$ cat src/rtl/uart_tx_fifo.sv
// FIFO-buffered UART transmitter: 8N1 frames, LSB first; pushes into a full FIFO are dropped.
// Define UART_TX_PARITY_EN to insert an even-parity bit between the data bits and the stop bit.
module uart_tx_fifo #(
  parameter int CLK_FREQ   = 50000000,
  parameter int UART_BAUD  = 115200,
  parameter int FIFO_WIDTH = 8,
  parameter int FIFO_DEPTH = 4
) (
  input  logic                  clk_50m,
  input  logic                  reset,
  input  logic [FIFO_WIDTH-1:0] fifo_data_in,
  input  logic                  fifo_wr_en,
  output logic                  fifo_full,
  output logic                  fifo_empty,
  output logic                  fifo_almost_full,
  output logic                  tx,
  output logic                  tx_busy
);

  localparam int BAUD_DIV = CLK_FREQ / UART_BAUD;
  localparam int CW       = (BAUD_DIV > 1) ? $clog2(BAUD_DIV) : 1;
  localparam int AW       = $clog2(FIFO_DEPTH);

  localparam logic [CW-1:0] BAUD_LAST = CW'(BAUD_DIV - 1);
  localparam logic [AW:0]   CNT_FULL  = (AW+1)'(FIFO_DEPTH);
  localparam logic [AW:0]   CNT_AFULL = (AW+1)'(FIFO_DEPTH - 1);

  typedef enum logic [2:0] {
    S_IDLE,
    S_START,
    S_DATA,
    S_STOP
`ifdef UART_TX_PARITY_EN
    , S_PARITY
`endif
  } state_t;

  logic [FIFO_WIDTH-1:0] mem [FIFO_DEPTH];
  logic [AW-1:0]         wr_ptr;
  logic [AW-1:0]         rd_ptr;
  logic [AW:0]           count;
  logic [AW:0]           count_nxt;
  logic                  push;
  logic                  pop;
  logic [7:0]            head;

  state_t        state;
  state_t        state_nxt;
  logic [CW-1:0] baud_cnt;
  logic [CW-1:0] baud_nxt;
  logic [2:0]    bit_idx;
  logic [2:0]    bit_nxt;
  logic [7:0]    sh;
  logic [7:0]    sh_nxt;
  logic          tx_nxt;
  logic          busy_nxt;
  logic          bit_end;

  // A full FIFO refuses the write even when the serialiser pops in the same cycle.
  assign push = fifo_wr_en && !fifo_full;
  assign head = mem[rd_ptr][7:0];

  always_comb begin
    count_nxt = count;
    case ({push, pop})
      2'b10:   count_nxt = count + (AW+1)'(1);
      2'b01:   count_nxt = count - (AW+1)'(1);
      default: count_nxt = count;
    endcase
  end

  always_ff @(posedge clk_50m or posedge reset) begin
    if (reset) begin
      wr_ptr           <= '0;
      rd_ptr           <= '0;
      count            <= '0;
      fifo_empty       <= 1'b1;
      fifo_full        <= 1'b0;
      fifo_almost_full <= 1'b0;
    end else begin
      if (push) wr_ptr <= wr_ptr + AW'(1);
      if (pop)  rd_ptr <= rd_ptr + AW'(1);
      count            <= count_nxt;
      fifo_empty       <= (count_nxt == '0);
      fifo_full        <= (count_nxt == CNT_FULL);
      fifo_almost_full <= (count_nxt >= CNT_AFULL);
    end
  end

  always_ff @(posedge clk_50m) begin
    if (push) mem[wr_ptr] <= fifo_data_in;
  end

  assign bit_end = (baud_cnt == BAUD_LAST);

  always_comb begin
    state_nxt = state;
    baud_nxt  = bit_end ? '0 : baud_cnt + CW'(1);
    bit_nxt   = bit_idx;
    sh_nxt    = sh;
    pop       = 1'b0;
    tx_nxt    = 1'b1;
    busy_nxt  = (state != S_IDLE);
    case (state)
      S_IDLE: begin
        baud_nxt = '0;
        if (!fifo_empty) begin
          pop       = 1'b1;
          sh_nxt    = head;
          state_nxt = S_START;
        end
      end
      S_START: begin
        tx_nxt = 1'b0;
        if (bit_end) begin
          state_nxt = S_DATA;
          bit_nxt   = 3'd0;
        end
      end
      S_DATA: begin
        tx_nxt = sh[bit_idx];
        if (bit_end) begin
          if (bit_idx == 3'd7) begin
`ifdef UART_TX_PARITY_EN
            state_nxt = S_PARITY;
`else
            state_nxt = S_STOP;
`endif
          end else begin
            bit_nxt = bit_idx + 3'd1;
          end
        end
      end
`ifdef UART_TX_PARITY_EN
      S_PARITY: begin
        tx_nxt = ^sh;
        if (bit_end) state_nxt = S_STOP;
      end
`endif
      S_STOP: begin
        tx_nxt = 1'b1;
        // Back-to-back frames: the next byte is taken at the stop-bit boundary.
        if (bit_end) begin
          if (!fifo_empty) begin
            pop       = 1'b1;
            sh_nxt    = head;
            state_nxt = S_START;
          end else begin
            state_nxt = S_IDLE;
          end
        end
      end
      default: begin
        state_nxt = S_IDLE;
        baud_nxt  = '0;
      end
    endcase
  end

  always_ff @(posedge clk_50m or posedge reset) begin
    if (reset) begin
      state    <= S_IDLE;
      baud_cnt <= '0;
      bit_idx  <= '0;
      sh       <= '0;
      tx       <= 1'b1;
      tx_busy  <= 1'b0;
    end else begin
      state    <= state_nxt;
      baud_cnt <= baud_nxt;
      bit_idx  <= bit_nxt;
      sh       <= sh_nxt;
      tx       <= tx_nxt;
      tx_busy  <= busy_nxt;
    end
  end

endmodule

$ cat config.mk
export PLATFORM = sky130hd
export DESIGN_NAME = uart_tx_fifo
export DESIGN_NICKNAME = d
export VERILOG_FILES = /design/src/rtl/uart_tx_fifo.sv
export SDC_FILE = /design/constraint.sdc
export NUM_CORES = 1
export LEC_CHECK = 0
export ABC_AREA = 1
export BUFFER_PORTS_ARGS = -buffer_cell sky130_fd_sc_hd__buf_2
export CORE_MARGIN = 2
export CORE_UTILIZATION = 50
export DETAILED_ROUTE_END_ITERATION = 8
export PLACE_DENSITY = 0.68
export SETUP_SLACK_MARGIN = 0.2
export SLEW_MARGIN = 20
export SYNTH_ARGS = -nofsm -noshare
export SYNTH_HDL_FRONTEND = slang
export SYNTH_SLANG_ARGS = --single-unit
$ cat constraint.sdc
create_clock -name clk_50m -period 3.73 [get_ports clk_50m]
set_clock_uncertainty 0.2 [all_clocks]
set_input_delay 0.373 -clock clk_50m [delete_from_list [all_inputs] [get_ports clk_50m]]
set_output_delay 0.373 -clock clk_50m [all_outputs]
set_load 0.02 [all_outputs]
Word level (Yosys, flattened, before mapping)
Memories as Yosys holds them, arrays and structs flattened.
Cells that the tools add are included.
Storage, ports and cells
  word-level logic and storage cells: 71
  bits in writable memories: 32
  input bits: 11
  flip-flop bits (word level): 35
  output and inout bits: 5
  memories kept: 1
Memories
  mem: depth 4, width 8, read ports 1, clocked after memory_dff 0, wr ports 1, RTL line 38  | logic [FIFO_WIDTH-1:0] mem [FIFO_DEPTH];
Operators by class
  $add $sub $neg: 6
  $lt $le $gt $ge: 2
  equal/unequal tests: 14
  reductions and logical operators: 11
  muxes and demuxes: 25
Operators by type and width (count)
  $mux 3: 8
  $mux 9: 2
  $mux 8: 2
  $pmux 8 s2: 1
  $ne 2x2->1 const B: 6
  $pmux 3 s2: 2
  $pmux 3 s4: 1
  $add 9x1->9 const B: 1
  $eq 9x9->1 const B: 1
  $add 3x1->3 const B: 2
  $eq 3x2->1 const B: 2
  $eq 3x3->1 const B: 2
  $logic_not 3->1: 2
  $mux 1: 6
  $reduce_and 5->1: 1
  $add 2x1->2 const B: 2
  $lt 3x4->1 const B: 1
  $pmux 1 s2: 2
  $reduce_and 4->1: 1
  $reduce_bool 2->1: 2
  $bmux 1 s3: 1
  $eq 3x1->1 const B: 1
  $ge 3x2->1 const B: 1
  $reduce_bool 3->1: 1
  7 further kinds: 7

Logic depth before layout (Yosys ltp)
Gate-level depths: netlist of run 1.
  depth in word-level cells: 6
  mapped depth: 15
  mapped depth without buffers: 15

Worst setup path after synthesis of run 1
No wires, ideal clock.
  kind: reg2reg
  from: register state[0]
  to: register fifo_full
  data required time: 3.459 ns
  stages on the path, launching flop included: 12
  slack: 0.951 ns
  period minus slack after synthesis: 2.779 ns
  buffers on the path: 0
  setup time: 0.071 ns
  arrival time: 2.508 ns
  cell sequence: dfrtp_1 -> inv_1 -> ha_1 -> or2_2 -> a21oi_1 -> nand2_1 -> inv_1 -> ha_1 -> fa_1 -> mux2_2 -> or2_2 -> nor2_1
On the way
  cells in the longest elaborated chain, start to end: 5
  elaborated cells between the ends (all ways): 7
  those cells by class: eq/ne (4); mux (2); reduce/logical (1)
Ends and longest elaborated chain
  start, declared: RTL line 47  | state_t state;
  start signal, assigned: RTL line 169  | state <= state_nxt;
  $eq 3x2->1 or $logic_not 3->1 (tied branches): RTL line 104  | case (state)
  $pmux 1 s2 (*): RTL line 104
  named net pop: RTL line 44  | logic pop;
  $eq 2x1->1 or $eq 2x2->1 (tied branches): RTL line 65  | case ({push, pop})
  $pmux 3 s2 (*): RTL line 65
  named net count_nxt[1]: RTL line 42  | logic [AW:0] count_nxt;
  $eq 3x3->1 (*): RTL line 85  | fifo_full <= (count_nxt == CNT_FULL);
  end signal, assigned: RTL line 85
  end, declared: RTL line 13  | output logic fifo_full,
The timed path passes the listed nets; every way through them passes the cells marked *.
A chain may end at the register's enable or synchronous reset.

Worst setup path after layout of run 1
Same ends and word-level chain as after synthesis.

==> results of run 1 <==
final timing paths:
| path | endpoint | slack (ps) | cells after the start |
|---|---|---|---|
| max in group asynchronous | tx | 2530 | 4 |
| max reg2reg | fifo_full | 770 | 11 |
| min in group asynchronous | baud_cnt[6] | 450 | 4 |
| min | mem[0][4] | 50 | 1 |
| min reg2reg | baud_cnt[0] | 300 | 1 |
| max | fifo_full | 770 | 11 |
sequential cells by signal (all words and copies together) (netlist names), 2 cells and up:
register,cells
baud_cnt,9
bit_idx,3
count,3
mem,32
rd_ptr,2
sh,8
state,2
wr_ptr,2
cell type report:
class | instances | share of cell area [%]
sequential | 66 | 53.8
clock buffer | 9 | 3.67
multi-input combinational | 176 | 29.3
timing repair buffer | 17 | 2.75
inverter | 36 | 4.01
clock inverter | 7 | 3.71
tap | 75 | 2.78
per-stage QoR:
step,utilization [%],worst slack [ps]
final,58.0,774
after global routing,58.0,597
after CTS,58.0,784
after detailed placement,53.5,787
after global placement,53.5,867
after floorplan,-,951
power breakdown:
| part | switching [mW] | internal, mW |
|---|---|---|
| Clock | 0.293 | 0.450 |
| Combinational | 0.152 | 0.0788 |
| Sequential | 0.0390 | 0.878 |
layer usage:
layer / up-vias / global-route usage [%]
met4: 0 / 7.63
met3: 8 / 4.56
met1: 900 / 22.3
met2: 25 / 26.8
li1: 987 / -
met5: - / 0
placed cells by master, fill, tap and decap left out, types with 4 or more instances in the layout:
cell type                  instances
sky130_fd_sc_hd__nand2_1          29
sky130_fd_sc_hd__dfrtp_1          32
sky130_fd_sc_hd__buf_2            15
sky130_fd_sc_hd__xor2_1            4
sky130_fd_sc_hd__clkbuf_8          9
sky130_fd_sc_hd__a21oi_1          18
sky130_fd_sc_hd__ha_1             13
sky130_fd_sc_hd__o21ai_0          24
sky130_fd_sc_hd__or2_2             4
sky130_fd_sc_hd__inv_1            33
sky130_fd_sc_hd__nand3_1          12
sky130_fd_sc_hd__o22ai_1           8
sky130_fd_sc_hd__nor2_1           45
sky130_fd_sc_hd__edfxtp_1         32
kinds of logic after synthesis:
| group | count (synthesis) |
|---|---|
| buf+inv | 40 |
| xor+xnor | 5 |
| compound gates | 56 |
| fa+ha+maj | 14 |
| mux | 1 |
| flops | 66 |
| simple gates | 100 |
worst register-to-register path: stages (launching register included):
cell	delay, ps
sky130_fd_sc_hd__dfrtp_1	390
sky130_fd_sc_hd__inv_1	80
sky130_fd_sc_hd__ha_1	300
sky130_fd_sc_hd__or2_2	290
sky130_fd_sc_hd__a21oi_1	130
sky130_fd_sc_hd__nand2_1	130
sky130_fd_sc_hd__inv_1	110
sky130_fd_sc_hd__ha_1	200
sky130_fd_sc_hd__fa_1	420
sky130_fd_sc_hd__mux2_2	280
sky130_fd_sc_hd__or2_2	290
sky130_fd_sc_hd__nor2_1	100
==> summary.md, run 1 <==
• **achievable clock frequency** 0.338 GHz
• **number of non-filler instances in the completed layout** 386
• **number of synthesized register bits** 66
• **worst min path class** in -> reg
• **Die ar.** 0.00656 mm^2
• **DIE HEIGHT** 81.0 um
• **Synth Cell Area** 0.00296 mm^2
• **total overflow reported by the global router** 0
• **# resized after CTS** 0
• **Antenna diodes** 0
• **run status** finished clean
• **post-route clock period utilization** 79.2%
• **Post-CTS Setup Repair Bufs** 0
• **Detail Route met3 WL** 156 um
• **share of synthesized area occupied by flip-flops and latches** 61.2%
• **sum of negative setup slack** 0 ps
• **All-Layer GR Usage** 17.1%
• **max-cap viol count** 0
• **power density over the cells** 561 mW/mm^2
• **# nets final** 331
• **Total Power Consumption** 1.89 mW
• **vias after detailed routing** 1920
• **leak pwr** 1.47 nW
• **Arrival @ worst endpoint** 3040 ps
• **Placer Congestion** 0.757
• **Sequential cell area** 0.00181 mm^2
• **starting DRC count in detailed routing** 95
• **final routed wirelength across all metal layers** 4.89 mm
• **placed instance area** 0.00311 mm^2
• **fraction of layout cells with a size suffix above 1** 15.8%
• **die width** 81.0 um
• **number of port buffers** 15
• **DRC Markers** 0
• **final std cell area, no fill** 0.00337 mm^2
• **total of endpoints with negative setup slack in the final report** 0
• **list of most frequent post-synthesis cells** 45 x sky130_fd_sc_hd__nor2_1, 33 x sky130_fd_sc_hd__inv_1, 32 x sky130_fd_sc_hd__dfrtp_1, 32 x sky130_fd_sc_hd__edfxtp_1, 29 x sky130_fd_sc_hd__nand2_1
• **dominant combinational cell family by area after synthesis** simple AND/OR/NAND/NOR gates
• **RSZ-0062 raised after global routing** false
• **area occupied by multi-input gates** 986 um^2
• **Max VDD drop** 0.000421 V
• **routed metal-1 wire length** 2.40 mm
• **Min-Delay Startpoint** fifo_data_in[4]
• **nets in the synthesized netlist** 307
• **number of fillers in the final layout** 509
• **Boundary Pins** 16
• **CP endpoint kind** flop
• **first-pass GRT wire length** 8.34 mm
• **origin of the critical flop-to-flop path** state[0]
• **Synth Instances** 282
• **Routed Antenna Nets** 0
• **core area** 0.00582 mm^2
• **CP max-delay cell** sky130_fd_sc_hd__fa_1
• **total count of hold-check failures in the final report** 0
• **met2 wire length** 2.25 mm
• **Area growth syn-to-layout** 13.7%
• **clock tree from TritonCTS** built
• **Sinks on Clock Net** 66
• **fraction of registers with async set/reset** 51.5%
• **Critical Path Source Type** flop
• **maximum count of clock buffers along a single path** 2
• **wire per inst** 12.7 um
• **via/cell ratio** 4.97
• **later-pin clock latency in the skew report** 340 ps
• **slew at the pin with the worst max-slew slack** 796 ps
• **peak per-stage delay on the critical path** 420 ps
• **maximum number of pins on one net before global-route repair** 35
• **Distinct cells, synth** 28
• **site row count** 28
• **effective utilization at floorplan** 51.0%
• **cell-by-cell listing of the critical path** inv_1 -> ha_1 -> or2_2 -> a21oi_1 -> nand2_1 -> inv_1 -> ha_1 -> fa_1 -> mux2_2 -> or2_2 -> nor2_1
• **DRT Pass-1 Iters** 4
• **adder-cell share of the synthesized area** 6.16%
• **share of Yosys cell area claimed by the top area cell type** 32.4%
• **Compound-Gate Fraction of Synth Area** 10.3%
• **kind of critical path** reg -> reg
• **top cell type by total area after synthesis** sky130_fd_sc_hd__edfxtp_1
• **number of enable flip-flop cells after synthesis** 32
• **Slew Viols, Final** 0
• **start point of the critical path** state[0]
• **normalized max-slew margin** 46.8%
• **post-synthesis mux area share** 0.380%
• **Mean Syn Cell Area** 10.5 um^2
• **most instantiated library cell after synthesis** sky130_fd_sc_hd__nor2_1
• **hold buffer count at CTS** 1
• **kind of cell adding the most delay to the critical path** adder cells
• **H-Tree Level Count** 3
• **total half-perimeter wirelength after legalization and detailed placement** 3.35 mm
• **top metal layer carrying routed signals** met4
• **Post-Place Cells** 369
• **simple-gate share of the synthesized area** 14.9%
• **clock input transition at the sequential cells of the worst setup and hold paths** 80 ps
• **antenna violations before repair** 0
• **Req. time, crit path** 3810 ps
• **Final min period** 2960 ps
• **clock root cell** sky130_fd_sc_hd__clkbuf_8
• **Worst Hold Slack** 45.8 ps
• **Yosys warning count** 0
• **number of buffers added by the clock tree synthesis step** 9
• **main area contributors after synthesis** sky130_fd_sc_hd__edfxtp_1 32%, sky130_fd_sc_hd__dfrtp_1 27%, sky130_fd_sc_hd__nor2_1 5.7%, sky130_fd_sc_hd__ha_1 5.5%, sky130_fd_sc_hd__inv_1 4.2%
• **critical path peak fanout** 4
• **number of global-route vias before repair** 1852
• **most common flop cell mapped by yosys** sky130_fd_sc_hd__edfxtp_1
• **parity-gate share of the synthesized area counting xor and xnor cells** 1.48%
• **CP Buf/Inv Count** 2
Power figures use the tool's default switching activity.
==> run 2, diff against run 1 <==
Clock period 3.73 ns to 3 ns, I/O delays scaled along.
==> run 2 against run 1 <==
Against the previous run:
- worst hold slack better by 230 ps
- routed wire length increased by 12%
- register-to-register slack lost 490 ps
- clock power decreased by 0.9%
- largest cell class unchanged
- largest power group unchanged
==> summary.md, run 2 (synthesized netlist as in run 1, its figures left out) <==
• **run status** finished clean
• **site row count** 28
• **RSZ-0062 raised after global routing** false
• **number of port buffers** 15
• **All-Layer GR Usage** 19.6%
• **final std cell area, no fill** 0.00353 mm^2
• **DIE HEIGHT** 81.0 um
• **CP max-delay cell** sky130_fd_sc_hd__dfrtp_1
• **vias after detailed routing** 2012
• **max-cap viol count** 0
• **DRT Pass-1 Iters** 4
• **Routed Antenna Nets** 0
• **maximum count of clock buffers along a single path** 2
• **Arrival @ worst endpoint** 2800 ps
• **Sequential cell area** 0.00181 mm^2
• **starting DRC count in detailed routing** 83
• **total overflow reported by the global router** 0
• **origin of the critical flop-to-flop path** state[0]
• **die width** 81.0 um
• **first-pass GRT wire length** 9.47 mm
• **largest registers** mem (32), baud_cnt (9), sh (8)
• **clock input transition at the sequential cells of the worst setup and hold paths** 70 ps
• **placed instance area** 0.00312 mm^2
• **clock root cell** sky130_fd_sc_hd__clkbuf_8
• **total half-perimeter wirelength after legalization and detailed placement** 3.51 mm
• **maximum number of pins on one net before global-route repair** 19
• **later-pin clock latency in the skew report** 350 ps
• **Util after Layout** 60.7%
• **fraction of layout cells with a size suffix above 1** 21.1%
• **Sinks on Clock Net** 66
• **flip-flop count of the largest register after layout** 32
• **number of global-route vias before repair** 2101
• **number of buffers added by the clock tree synthesis step** 9
• **post-route clock period utilization** 90.6%
• **area occupied by multi-input gates** 0.00102 mm^2
• **worst min path class** in -> reg
• **via/cell ratio** 4.94
• **achievable clock frequency** 0.368 GHz
• **peak per-stage delay on the critical path** 400 ps
• **H-Tree Level Count** 3
• **register bank with the most flops** mem
• **cell-by-cell listing of the critical path** inv_2 -> ha_4 -> or2_4 -> a21oi_2 -> nand2_1 -> inv_2 -> ha_4 -> fa_1 -> mux2_2 -> or2_2 -> nor2_1
• **commonest non-fill, non-tap cell in the layout** sky130_fd_sc_hd__nor2_1
• **normalized max-slew margin** 47.2%
• **start point of the critical path** state[0]
• **kind of critical path** reg -> reg
• **Antenna diodes** 0
• **total of endpoints with negative setup slack in the final report** 0
• **critical path peak fanout** 3
• **antenna violations before repair** 0
• **power density over the cells** 616 mW/mm^2
• **commonest non-fill, non-tap cells in the layout** 45 x sky130_fd_sc_hd__nor2_1, 32 x sky130_fd_sc_hd__dfrtp_1, 32 x sky130_fd_sc_hd__edfxtp_1
• **Critical Path Source Type** flop
• **wire per inst** 13.4 um
• **Slew Viols, Final** 0
• **core area** 0.00582 mm^2
• **Die ar.** 0.00656 mm^2
• **Placer Congestion** 0.762
• **final routed wirelength across all metal layers** 5.47 mm
• **DRC Markers** 0
• **Area growth syn-to-layout** 19.2%
• **Max VDD drop** 0.000489 V
• **Min-Delay Startpoint** fifo_wr_en
• **Boundary Pins** 16
• **Total Power Consumption** 2.17 mW
• **Req. time, crit path** 3080 ps
• **total count of hold-check failures in the final report** 0
• **CP endpoint kind** flop
• **number of fillers in the final layout** 500
• **# nets final** 352
• **effective utilization at floorplan** 51.0%
• **leak pwr** 1.54 nW
• **Final min period** 2720 ps
• **slew at the pin with the worst max-slew slack** 789 ps
• **clock tree from TritonCTS** built
run 2: power breakdown:
| part | leakage (nW) | switching (mW) | internal [mW] | total (mW) |
|---|---|---|---|---|
| clock | 0.0990 | 0.354 | 0.381 | 0.735 |
| sequential | 0.701 | 0.0490 | 1.09 | 1.14 |
| combinational | 0.738 | 0.191 | 0.107 | 0.298 |
| total | 1.54 | 0.594 | 1.58 | 2.17 |
run 2: per-layer routing:
layer / up-vias / share of wire [%] / wire length, um / global-route usage, %
met2: 22 / 49 / 2660 / 32.1
li1: 1027 / - / - / -
met4: 0 / 2.0 / 108 / 10.5
met5: - / 0 / 0 / 0
met1: 949 / 46 / 2530 / 24.0
met3: 14 / 3.1 / 167 / 4.56
run 2: worst max-delay path: cells and delay by family, from the launching register on:
family	cells	cell delay (ps)
flops	1	400
fa+ha+maj	3	750
buf+inv	2	180
simple gates	4	720
mux	1	290
compound gates	1	110
run 2: stage by stage:
step | setup TNS [ps] | worst slack, ps | cells | hold WS (ps)
after floorplan | 0 | 221 | 282 | 199
after global placement | 0 | 136 | 370 | 201
after detailed placement | -6.28 | -6.28 | 370 | 213
after CTS | 0 | 265 | 406 | 278
after global routing | 0 | 205 | 407 | 330
final | 0 | 282 | 407 | 278
run 2: repair_timing:
item	CTS	global route
endpoints found under the hold margin	46	0
buffers inserted	11	1
resized for setup	5	6
hold buffers	9	0
setup endpoints to repair	2	4
pin swaps	1	1
run 2: cell type report:
type,instances,area share (%)
sequential,66,51.4
multi-input combinational,176,29.0
timing repair buffer,38,7.65
inverter,36,3.83
clock buffer,9,3.51
tap,75,2.66
clock inverter,7,1.98
run 2: worst paths after layout:
path                       slack [ps]         end  cells after the start
min in group asynchronous         370    count[2]                      3
max reg2reg                       280  fifo_empty                     11
min                               280   wr_ptr[0]                      3
max                               280  fifo_empty                     11
max in group asynchronous        1540   rd_ptr[0]                      4
min reg2reg                       310       sh[6]                      2
